File: config.mk
export PLATFORM = sky130hd
export DESIGN_NAME = branch_tracker
export DESIGN_NICKNAME = d
export VERILOG_FILES = /design/src/rtl/br_pkg.sv /design/src/rtl/br_free_picker.sv /design/src/rtl/branch_tracker.sv
export SDC_FILE = /design/constraint.sdc
export NUM_CORES = 1
export LEC_CHECK = 0
export ABC_AREA = 1
export CAP_MARGIN = 20
export CORE_MARGIN = 1.5
export CORE_UTILIZATION = 48
export CTS_BUF_LIST = sky130_fd_sc_hd__clkbuf_8 sky130_fd_sc_hd__clkbuf_16
export DETAILED_ROUTE_END_ITERATION = 10
export PLACE_DENSITY = 0.79
export SYNTH_ARGS = -nofsm -noshare
export SYNTH_HDL_FRONTEND = slang
export SYNTH_HIERARCHICAL = 1
export SYNTH_SLANG_ARGS = --single-unit
File: constraint.sdc
create_clock -name clock -period 1.5 [get_ports clock]
set_clock_uncertainty 0.05 [all_clocks]
set_input_delay 0.15 -clock clock [delete_from_list [all_inputs] [get_ports clock]]
set_output_delay 0.15 -clock clock [all_outputs]
set_load 0.005 [all_outputs]
File: src/rtl/br_pkg.sv
// Shared types and default sizing for the in-flight branch tracker.
package br_pkg;

  localparam int unsigned DEF_BR_DEPTH    = 4;
  localparam int unsigned DEF_ROB_TAG_LEN = 5;
  localparam int unsigned DEF_BR_TAG_W    = $clog2(DEF_BR_DEPTH);

  typedef logic [DEF_BR_TAG_W-1:0] br_tag_t;
  typedef logic [DEF_BR_DEPTH-1:0] br_mask_t;

  // older_mask records which live branches were already in flight at allocation
  typedef struct packed {
    logic                       valid;
    logic [DEF_ROB_TAG_LEN-1:0] rob_tag;
    br_mask_t                   older_mask;
  } br_entry_t;

  function automatic br_mask_t tag_onehot(br_tag_t tag);
    return br_mask_t'(1) << tag;
  endfunction

endpackage

File: src/rtl/br_free_picker.sv
// Lowest-index free-slot priority encoder over a busy vector.
module br_free_picker
  import br_pkg::*;
#(
  parameter int unsigned WIDTH = DEF_BR_DEPTH,
  parameter int unsigned IDX_W = $clog2(WIDTH)
) (
  input  logic [WIDTH-1:0] busy,
  output logic [IDX_W-1:0] idx,
  output logic             none_free
);

  // Scan from the top so the lowest free index is the last one written.
  always_comb begin
    idx       = '0;
    none_free = 1'b1;
    for (int i = int'(WIDTH) - 1; i >= 0; i--) begin
      if (!busy[i]) begin
        idx       = IDX_W'(i);
        none_free = 1'b0;
      end
    end
  end

endmodule

File: src/rtl/branch_tracker.sv
// Multi-branch tracker: tag allocation, correct-resolve clears and squash-mask recovery.
module branch_tracker
  import br_pkg::*;
#(
  parameter int unsigned BR_DEPTH    = DEF_BR_DEPTH,
  parameter int unsigned ROB_TAG_LEN = DEF_ROB_TAG_LEN,
  parameter int unsigned BR_TAG_W    = $clog2(BR_DEPTH)
) (
  input  logic                   clock,
  input  logic                   reset_n,
  input  logic                   alloc_req,
  input  logic [ROB_TAG_LEN-1:0] alloc_rob_tag,
  output logic                   alloc_ack,
  output logic [BR_TAG_W-1:0]    alloc_tag,
  output logic [BR_DEPTH-1:0]    live_mask,
  output logic                   branch_full,
  input  logic                   res_valid,
  input  logic [BR_TAG_W-1:0]    res_tag,
  input  logic                   res_mispredict,
  output logic                   resolve,
  output logic [BR_DEPTH-1:0]    resolve_mask,
  output logic                   kill,
  output logic [BR_DEPTH-1:0]    kill_mask,
  output logic [ROB_TAG_LEN-1:0] kill_rob_tag
);

  logic [BR_DEPTH-1:0]    valid_q, valid_n;
  logic [BR_DEPTH-1:0]    older_q [BR_DEPTH];
  logic [BR_DEPTH-1:0]    older_n [BR_DEPTH];
  logic [ROB_TAG_LEN-1:0] rob_q   [BR_DEPTH];
  logic [ROB_TAG_LEN-1:0] rob_n   [BR_DEPTH];

  logic                   none_free_c;
  logic [BR_TAG_W-1:0]    free_tag_c;
  logic                   res_hit_c;
  logic                   res_ok_c;
  logic                   res_bad_c;
  logic [BR_DEPTH-1:0]    res_onehot_c;
  logic [BR_DEPTH-1:0]    squash_c;

  br_free_picker #(
    .WIDTH (BR_DEPTH),
    .IDX_W (BR_TAG_W)
  ) u_free_picker (
    .busy      (valid_q),
    .idx       (free_tag_c),
    .none_free (none_free_c)
  );

  // A mispredict drops any same-cycle allocation: that branch is younger and gets refetched.
  assign alloc_ack = alloc_req & ~none_free_c & ~(res_valid & res_mispredict);
  assign alloc_tag = free_tag_c;
  assign live_mask = valid_q;

  // Resolution decode and squash set: the mispredicted branch plus every live younger one.
  always_comb begin
    res_onehot_c = BR_DEPTH'(1) << res_tag;
    res_hit_c    = res_valid & valid_q[res_tag];
    res_ok_c     = res_hit_c & ~res_mispredict;
    res_bad_c    = res_hit_c & res_mispredict;
    squash_c     = res_onehot_c;
    for (int j = 0; j < int'(BR_DEPTH); j++) begin
      if (valid_q[j] && older_q[j][res_tag]) begin
        squash_c[j] = 1'b1;
      end
    end
  end

  // Entry array next state.
  always_comb begin
    valid_n = valid_q;
    older_n = older_q;
    rob_n   = rob_q;

    if (res_ok_c) begin
      valid_n = valid_n & ~res_onehot_c;
      for (int j = 0; j < int'(BR_DEPTH); j++) begin
        older_n[j] = older_n[j] & ~res_onehot_c;
      end
    end

    if (res_bad_c) begin
      valid_n = valid_n & ~squash_c;
      for (int j = 0; j < int'(BR_DEPTH); j++) begin
        older_n[j] = older_n[j] & ~squash_c;
      end
    end

    // Tag comes from registered state; a branch resolving this cycle is not its own elder.
    if (alloc_ack) begin
      valid_n[free_tag_c] = 1'b1;
      older_n[free_tag_c] = valid_q & ~({BR_DEPTH{res_ok_c}} & res_onehot_c);
      rob_n[free_tag_c]   = alloc_rob_tag;
    end
  end

  // State and registered broadcast outputs.
  always_ff @(posedge clock) begin
    if (!reset_n) begin
      valid_q      <= '0;
      for (int i = 0; i < int'(BR_DEPTH); i++) begin
        older_q[i] <= '0;
        rob_q[i]   <= '0;
      end
      branch_full  <= 1'b0;
      resolve      <= 1'b0;
      resolve_mask <= '0;
      kill         <= 1'b0;
      kill_mask    <= '0;
      kill_rob_tag <= '0;
    end else begin
      valid_q      <= valid_n;
      for (int i = 0; i < int'(BR_DEPTH); i++) begin
        older_q[i] <= older_n[i];
        rob_q[i]   <= rob_n[i];
      end
      branch_full  <= &valid_n;
      resolve      <= res_ok_c;
      resolve_mask <= {BR_DEPTH{res_ok_c}} & res_onehot_c;
      kill         <= res_bad_c;
      kill_mask    <= {BR_DEPTH{res_bad_c}} & squash_c;
      kill_rob_tag <= res_bad_c ? rob_q[res_tag] : '0;
    end
  end

endmodule
==> reports/results.ini, run 1 <==
[synth]
synthMuxAreaShare_pct=0
syn_nets=314
syn-cell-area_sq_um=2300
synth_cell_types=26
synth_top_family_by_area=simple AND/OR/NAND/NOR gates
synth_warnings=6
synth_xor_xnor_area_share_pct=0
syn_inst=302
synth-seq-area-share_pct=45.2
synth_fa_ha_area_share_pct=0
avgSynthCellArea_sq_um=7.63
synth.ff_latch_count=52
synth_compound_area_share_pct=12.8
synth_simple_gate_area_share_pct=34.9

[critical_path]
cp_max_fo=10
start_kind=flop
cp-end-kind=flop
cp.required_ps=1680
worstPathArrival_ps=1940
path_class=flop to flop
regToRegSetupSlack_ps=-270

[final_layout]
antenna_cells=0
final_common_cell=nand2_1
final_layout_size_suffix_gt1_share_pct=39.6
final_cell_mix=52 x nand2_1, 48 x dfxtp_1, 34 x buf_4, 32 x nor2_1, 26 x clkdlybuf4s50_1
area_delta_synth_final_pct=58.5
fin_nets=402
final_cell_area_sq_um=3650

[global_routing]
grt_usage_pct=27.3
gr-total-overflow=0
grt_pass1_vias=2316
grt_start_max_net_pins=33
grt_pass1_wl_mm=11.0
antenna_found_initial=0

[clock_network]
cts_tree=built
cts_made_buffers=5
clk_latency_ps=320
root_buffer=clkbuf_8
clock_path_buffers=2
cts.clk_slew.worst_paths_ps=110
htree_levels=2
cts_sinks=52
cts.hold.buffers_added=0

[power]
p_leak_uw=0.00155
peakVddDrop_mv=0.625
p_per_area_nw_per_um2=771

[place]
gp_congestion=0.961
io_buffers=34
hpwl_mm=4.36
place_area_sq_um=3000

[timing]
max_freq_mhz=565
fin_crit_sh_pct=118
timing.setup.tns_ps=-4360
slew_headroom_pct=74.0
finalCriticalPeriod_ps=1770
worst_slack_ps=-269
hold_viol_final=0
rsz0062_at_grt=true
slew_viol_final=0
worst_pin_slew_ps=389
setup_viol=46

[outcome]
violations=setup timing
status=complete, but fails checks

[floorplan]
boundaryPins=35
die_h_um=72.3
die_w_um=72.3
die-area_sq_um=5230
core_sq_um=4660
initial_utilization_pct=49.4
row_count=25

[detailed_routing]
drt-wirelength-per-cell_um=19.1
wirelength_mm=8.50
drt_iter0_markers=354
ant_nets=0
via_count=2707
first_pass_iters=6
drc=0
viasPerCell=6.08

[job]
drv_cap=0

[worst_hold_path]
hp-class=flop to flop

metrics by stage:
stage | instances | setup slack, ps | total power [uW] | hold slack (ps) | util [%]
floorplan | 302 | 47.7 | 1650 | 238 | -
global placement | 421 | -308 | 1800 | 400 | 64.3
detailed placement | 421 | -335 | 1810 | 405 | 64.3
CTS | 440 | -138 | 2690 | 421 | 72.7
global route | 445 | -291 | 2880 | 440 | 78.4
finish | 445 | -269 | 2810 | 428 | 78.4
critical path, cell delays in order, from the launching register on:
cell,delay [ps]
dfxtp_4,410
buf_6,120
nand2_2,50
nor2_2,110
nand3b_1,140
inv_2,50
buf_6,130
nand2_1,100
buf_6,180
o21ai_1,90
nor3_1,260
where the power goes:
part	switching, uW	internal, uW	total (uW)
logic	286	218	505
clock network	499	379	877
registers	26.1	1410	1430
cells in the mapped netlist:
cell type | n | area (sq um)
nand2_1 | 73 | 274
dfxtp_1 | 52 | 1040
nor2_1 | 34 | 128
a21oi_1 | 28 | 140
nand3_1 | 18 | 90.1
nand2_2 | 15 | 93.8
o21ai_0 | 14 | 70.1
inv_1 | 13 | 48.8
a31oi_1 | 6 | 37.5
inv_2 | 6 | 22.5
nand4_1 | 6 | 37.5
a22oi_1 | 5 | 37.5
buf_4 | 4 | 30.0
clkbuf_1 | 4 | 15.0
buf_6 | 3 | 33.8
nand3_2 | 3 | 30.0
nor2_8 | 3 | 60.1
nor3_1 | 3 | 15.0
clkinv_1 | 2 | 7.51
nand2_4 | 2 | 22.5
nor2_4 | 2 | 22.5
o21ai_1 | 2 | 10.0
inv_4 | 1 | 6.26
nand3_4 | 1 | 17.5
nand3b_1 | 1 | 7.51
nor2_2 | 1 | 6.26
repair_timing:
item / in CTS / in global routing
gates resized for setup: 81 / 51
endpoints found under the setup margin: 21 / 52
setup buffers: 10 / 5
cloned: 1 / 1
pin swaps: 23 / 18
layout make-up:
type / instances / area, sq um
Timing Repair Buffer: 92 / 933
Tap cell: 54 / 67.6
Fill cell: 272 / 1010
Clock buffer: 6 / 82.6
Sequential cell: 52 / 1060
Multi-Input combinational cell: 217 / 1380
Inverter: 22 / 120
Clock inverter: 2 / 13.8
flip-flops by register name (all words and copies together) (netlist names):
name and flops:
live_mask 4, branch_full 1, older_q 12, rob_q 20, kill_rob_tag 5, resolve 1, kill 1, resolve_mask 4
kill_mask 4
metal layers:
metal	vias up	part of all wire [%]	GRT usage (%)
met1	1235	36	34.7
li1	1174	-	-
met4	0	6.0	8.39
met5	-	0	0
met2	235	46	47.6
met3	63	11	4.44
kinds of logic after synthesis:
logic type	after synthesis
compound gates	55
flops	52
simple gates	162
buf+inv	33
worst paths after layout:
check	startpoint	endpoint	cells past startpoint
setup reg to reg	live_mask[2]$_SDFF_PN0_	older_q[11]$_SDFF_PN0_	10
setup / recovery	live_mask[2]$_SDFF_PN0_	older_q[11]$_SDFF_PN0_	10
hold / removal	rob_q[2]$_SDFFE_PN0P_	rob_q[2]$_SDFFE_PN0P_	2
hold reg to reg	rob_q[2]$_SDFFE_PN0P_	rob_q[2]$_SDFFE_PN0P_	2
No activity file was read; power rests on OpenSTA's default activity.
==> run 2: changes to the inputs <==
--- a/config.mk
+++ b/config.mk
@@ -12,7 +12,9 @@
 export CTS_BUF_LIST = sky130_fd_sc_hd__clkbuf_8 sky130_fd_sc_hd__clkbuf_16
 export DETAILED_ROUTE_END_ITERATION = 10
 export PLACE_DENSITY = 0.79
+export SLEW_MARGIN = 10
 export SYNTH_ARGS = -nofsm -noshare
 export SYNTH_HDL_FRONTEND = slang
 export SYNTH_HIERARCHICAL = 1
 export SYNTH_SLANG_ARGS = --single-unit
+export TNS_END_PERCENT = 1
==> run 2 against run 1 <==
The run still ends with setup timing left. Sequential cell count is the same. Combinational power shrank 18%. Sequential share of layout area grew 3.3 points. Clock power shrank 9.5%. Via count shrank 9.3%. Wire length shrank 17%. Die area is the same. Utilization shrank 8.2 points. Critical path type unchanged. Highest routed layer unchanged.
==> reports/results.ini, run 2 (synthesis results as in run 1) <==
[outcome]
status=complete, but fails checks
violations=setup timing

[critical_path]
max_stage_delay_ps=390
regToRegSetupSlack_ps=-150
critPathSlowestCell=dfxtp_4
cp.required_ps=1650
cp-end-kind=flop
worstPathArrival_ps=1800
r2r_cells=10
r2r-start=live_mask[3]$_SDFF_PN0_
crit_chain=inv_2, nand2_1, a21oi_2, buf_6, inv_4, nor2_4, nand2_2, buf_6, o21ai_1, nor3_1
path_class=flop to flop
crit_top_cell=buf_6
reg2reg_to=older_q[11]$_SDFF_PN0_
start_kind=flop
cp_max_fo=5

[detailed_routing]
wirelength_mm=7.09
drt-wirelength-per-cell_um=16.4
via_count=2454
drt_iter0_markers=289
drc=0
ant_nets=0
first_pass_iters=5
viasPerCell=5.67

[timing]
hold_viol_final=0
worst_slack_ps=-153
setup_viol=30
fin_crit_sh_pct=110
rsz0062_at_grt=true
finalCriticalPeriod_ps=1650
timing.setup.tns_ps=-1250
worst_pin_slew_ps=298
slew_headroom_pct=80.1
slew_viol_final=0
max_freq_mhz=605

[global_routing]
grt_start_max_net_pins=23
antenna_found_initial=0
gr-total-overflow=0
grt_pass1_wl_mm=10.0
grt_usage_pct=25.0
grt_pass1_vias=2142

[power]
p_per_area_nw_per_um2=807
power_frac_seq_pct=54.2
p_sw_uw=729
p_int_uw=1910
combinationalPowerShare_pct=15.7
p_leak_uw=0.00138
power.share.clock_pct=30.1
peakVddDrop_mv=0.424
sw_frac_of_total_pct=27.6

[clock_network]
cts_made_buffers=5
cts_tree=built
cts_sinks=52
clk_latency_ps=310
root_buffer=clkbuf_8
htree_levels=2
clock_path_buffers=2
cts.clk_slew.worst_paths_ps=100

[worst_hold_path]
hold_start=rob_q[17]$_SDFFE_PN0P_
worstHoldPathCells=2
hold_end=rob_q[17]$_SDFFE_PN0P_
hp-class=flop to flop

[final_layout]
area_delta_synth_final_pct=42.0
largestRegisters=rob_q (20), older_q (12), kill_rob_tag (5)
largest_register_ffs=20
final_layout_size_suffix_gt1_share_pct=31.4
final_common_cell=nand2_1
fin_nets=390
n_fill_cell=329
regMostFlops=rob_q
layout.cells.non_filler=433
final_cell_mix=66 x nand2_1, 48 x dfxtp_1, 37 x buf_4, 32 x nor2_1, 27 x clkdlybuf4s50_1
antenna_cells=0

[place]
dp_cells=415
hpwl_mm=4.45
gp_congestion=0.972
io_buffers=34
dp_slack_ps=-402

[floorplan]
die-area_sq_um=5230
die_w_um=72.3
boundaryPins=35
die_h_um=72.3
initial_utilization_pct=49.4
core_sq_um=4660
row_count=25

[job]
drv_cap=0

==> run 2: worst max-delay path by stage <==
| stage | slack (ps) | endpoint | start | cells after the start |
|---|---|---|---|---|
| after floorplan | -20 | rob_q[10]$_SDFFE_PN0P_ | live_mask[2]$_SDFF_PN0_ | 8 |
| after global placement | -350 | branch_full$_SDFF_PN0_ | res_tag[0] | 11 |
| after detailed placement | -400 | branch_full$_SDFF_PN0_ | res_tag[0] | 11 |
| after CTS | -30 | older_q[11]$_SDFF_PN0_ | live_mask[3]$_SDFF_PN0_ | 10 |
| after global routing | -220 | older_q[11]$_SDFF_PN0_ | live_mask[3]$_SDFF_PN0_ | 10 |
| final | -150 | older_q[11]$_SDFF_PN0_ | live_mask[3]$_SDFF_PN0_ | 10 |
==> run 2: layout make-up <==
| type | instances | area (sq um) | share of cell area [%] |
|---|---|---|---|
| multi-input combinational | 217 | 1200 | 36.8 |
| sequential | 52 | 1050 | 32.2 |
| inverter | 22 | 101 | 3.10 |
| clock buffer | 5 | 68.8 | 2.10 |
| tap | 54 | 67.6 | 2.07 |
| clock inverter | 3 | 20.0 | 0.612 |
| timing repair buffer | 80 | 756 | 23.1 |
==> run 2: metrics by stage <==
step                      power (uW)  instance area, sq um  hold slack (ps)  utilization, %
after detailed placement        1800                  2950              412            63.3
after floorplan                 1650                  2310              238               -
after CTS                       2560                  3070              421            65.9
after global placement          1790                  2950              400            63.3
after global routing            2730                  3270              436            70.2
final                           2640                  3270              429            70.2
==> run 2: critical path, delay by kind of cell (launching register included) <==
| kind | cells | cell delay [ps] |
|---|---|---|
| buffers and inverters | 4 | 400 |
| flip-flops | 1 | 390 |
| AO/OA/AOI/OAI | 2 | 380 |
| AND/OR/NAND/NOR | 4 | 320 |
==> run 2: metal layers <==
layer | up-vias | track usage (%) | part of all wire (%)
met5 | - | 0 | 0
met4 | 0 | 7.34 | 3.1
met3 | 33 | 5.69 | 8.9
met2 | 151 | 43.5 | 51
met1 | 1126 | 31.0 | 37
li1 | 1144 | - | -
==> run 2: power by group through the flow <==
stage,logic [uW],registers [uW],clock network [uW]
floorplan,185,1460,0
global placement,334,1460,0
detailed placement,340,1460,0
CTS,344,1430,783
global route,441,1430,852
finish,415,1430,794
==> run 2: what timing repair did <==
action                                  CTS  global route
pin swaps                                 2            21
endpoints found under the hold margin     0             0
cloned                                    0             3
endpoints found under the setup margin   38            46
resized for setup                        17            52
buffers inserted                          2             5
hold buffers                              0             0
==> run 3: changes to the inputs <==
--- a/config.mk
+++ b/config.mk
@@ -7,11 +7,11 @@
 export LEC_CHECK = 0
 export ABC_AREA = 1
 export CAP_MARGIN = 20
-export CORE_MARGIN = 1.5
-export CORE_UTILIZATION = 48
+export CORE_UTILIZATION = 53
 export CTS_BUF_LIST = sky130_fd_sc_hd__clkbuf_8 sky130_fd_sc_hd__clkbuf_16
+export CTS_CLUSTER_DIAMETER = 40
 export DETAILED_ROUTE_END_ITERATION = 10
-export PLACE_DENSITY = 0.79
+export PLACE_DENSITY = 0.83
 export SLEW_MARGIN = 10
 export SYNTH_ARGS = -nofsm -noshare
 export SYNTH_HDL_FRONTEND = slang
==> constraint.sdc (replaced) <==
create_clock -name clock -period 1.55 [get_ports clock]
set_clock_uncertainty 0.05 [all_clocks]
set_input_delay 0.155 -clock clock [delete_from_list [all_inputs] [get_ports clock]]
set_output_delay 0.155 -clock clock [all_outputs]
set_load 0.005 [all_outputs]
==> run 3 against run 2 <==
The run still ends with setup timing left. Die area down 12%. Fmax down 4.9%. Worst setup slack worse by 36 ps. Sequential power down 3%. Via count up 4.4%. Worst hold slack worse by 8.3 ps. Highest routed layer unchanged. Critical path depth unchanged. First-iteration DRC count down 9.0%. Largest cell class unchanged. Global-route usage up 5.7 points.
==> reports/results.ini, run 3 (synthesis results as in run 1) <==
[floorplan]
die_w_um=67.9
die-area_sq_um=4620
row_count=23
die_h_um=67.9
initial_utilization_pct=56.4
core_sq_um=4090
boundaryPins=35

[power]
p_int_uw=2020
p_sw_uw=731
power_frac_seq_pct=50.3
combinationalPowerShare_pct=14.8
p_per_area_nw_per_um2=817
finalPower_uw=2750
sw_frac_of_total_pct=26.6
p_leak_uw=0.00145
power.share.clock_pct=34.9
peakVddDrop_mv=0.550

[place]
hpwl_mm=4.35
place_area_sq_um=2960
io_buffers=34
dp_cells=417
gp_congestion=0.947

[timing]
worst_slack_ps=-188
hold_viol_final=0
setup_viol=19
slew_viol_final=0
max_freq_mhz=575
slew_headroom_pct=74.4
timing.setup.tns_ps=-1050
finalCriticalPeriod_ps=1740
worst_pin_slew_ps=384
rsz0062_at_grt=true
fin_crit_sh_pct=112

[detailed_routing]
first_pass_iters=5
viasPerCell=5.86
ant_nets=0
drt-wirelength-per-cell_um=18.0
wirelength_mm=7.85
via_count=2561
drc=0
drt_iter0_markers=263

[final_layout]
area_delta_synth_final_pct=46.0
largestRegisters=rob_q (20), older_q (12), kill_rob_tag (5)
layout.cells.non_filler=437
n_fill_cell=250
antenna_cells=0
fin_util_pct=82.3
fin_nets=398
final-seq-area_sq_um=1050
largest_register_ffs=20
multi_input_area_sq_um=1250
final_cell_area_sq_um=3360
final_layout_size_suffix_gt1_share_pct=33.3
final_common_cell=nand2_1
final_cell_mix=62 x nand2_1, 48 x dfxtp_1, 43 x buf_4, 33 x nor2_1, 28 x clkdlybuf4s50_1
regMostFlops=rob_q

[clock_network]
root_buffer=clkbuf_8
clk_latency_ps=320
cts_made_buffers=5
htree_levels=2
cts.hold.buffers_added=0
cts.clk_slew.worst_paths_ps=90
cts_tree=built
clock_path_buffers=2
cts_sinks=52

[global_routing]
grt_pass1_wl_mm=10.2
grt_start_max_net_pins=33
antenna_found_initial=0
grt_pass1_vias=2115
grt_usage_pct=30.7
gr-total-overflow=0

[critical_path]
regToRegSetupSlack_ps=-190
path_class=flop to flop
cp-end-kind=flop
start_kind=flop
worstPathArrival_ps=1920
cp.required_ps=1730
cp_max_fo=5

[worst_hold_path]
hp-class=flop to flop

[outcome]
violations=setup timing
status=complete, but fails checks

[job]
drv_cap=0

==> run 3: cell count changes in the layout (fill, tap and decap cells not counted), moves of 2 or more <==
| cell | before | now |
|---|---|---|
| buf_12 | 3 | 1 |
| buf_4 | 37 | 43 |
| buf_6 | 7 | 10 |
| inv_2 | 8 | 5 |
| inv_4 | 2 | 4 |
| nand2_1 | 66 | 62 |
| nand2_4 | 4 | 8 |
==> run 3: critical path: stages (launching register included) <==
cell and delay [ps]:
dfxtp_4 380, buf_4 120, nand2_2 70, a21oi_4 160, buf_6 140, inv_4 50
nand3_4 70, buf_6 140, buf_6 110, nand4_1 140, a21oi_1 240
==> run 3: timing repair <==
| action | in CTS | in global routing |
|---|---|---|
| resized for setup | 13 | 61 |
| pin swaps | 3 | 21 |
| cloned | 0 | 1 |
| buffers inserted | 5 | 7 |
| setup endpoints to repair | 21 | 46 |
==> run 3: area by class of cell <==
type	count	share of cell area [%]
sequential	52	31.2
clock inverter	3	1.38
tap	50	1.86
inverter	22	2.86
clock buffer	5	2.05
multi-input combinational	217	37.1
timing repair buffer	88	23.5
==> run 3: path summary, 6_finish.rpt <==
path / start / end / depth (start not counted)
hold / removal: rob_q[19]$_SDFFE_PN0P_ / rob_q[19]$_SDFFE_PN0P_ / 2
setup reg to reg: live_mask[2]$_SDFF_PN0_ / older_q[4]$_SDFF_PN0_ / 10
hold reg to reg: rob_q[19]$_SDFFE_PN0P_ / rob_q[19]$_SDFFE_PN0P_ / 2
setup / recovery: live_mask[2]$_SDFF_PN0_ / older_q[4]$_SDFF_PN0_ / 10
==> run 3: per-stage QoR <==
stage / hold WS (ps) / setup WS, ps
after CTS: 412 / -51.2
after floorplan: 243 / -27.9
after global routing: 450 / -204
after detailed placement: 406 / -338
after global placement: 400 / -250
final: 420 / -188
==> run 3: power by group through the flow <==
stage                     clock network [uW]  logic, uW  registers (uW)
after global placement                     0        324            1410
after global routing                    1020        429            1390
after detailed placement                   0        329            1410
after CTS                                961        342            1380
final                                    960        407            1380
after floorplan                            0        178            1410
==> run 3: routing by layer <==
| layer | track usage [%] | routed length (um) | up-vias | share of wire (%) |
|---|---|---|---|---|
| met1 | 38.8 | 2800 | 1120 | 36 |
| met4 | 13.3 | 543 | 0 | 6.9 |
| li1 | - | - | 1157 | - |
| met3 | 5.83 | 906 | 73 | 12 |
| met5 | 0 | 0 | - | 0 |
| met2 | 50.4 | 3590 | 211 | 46 |
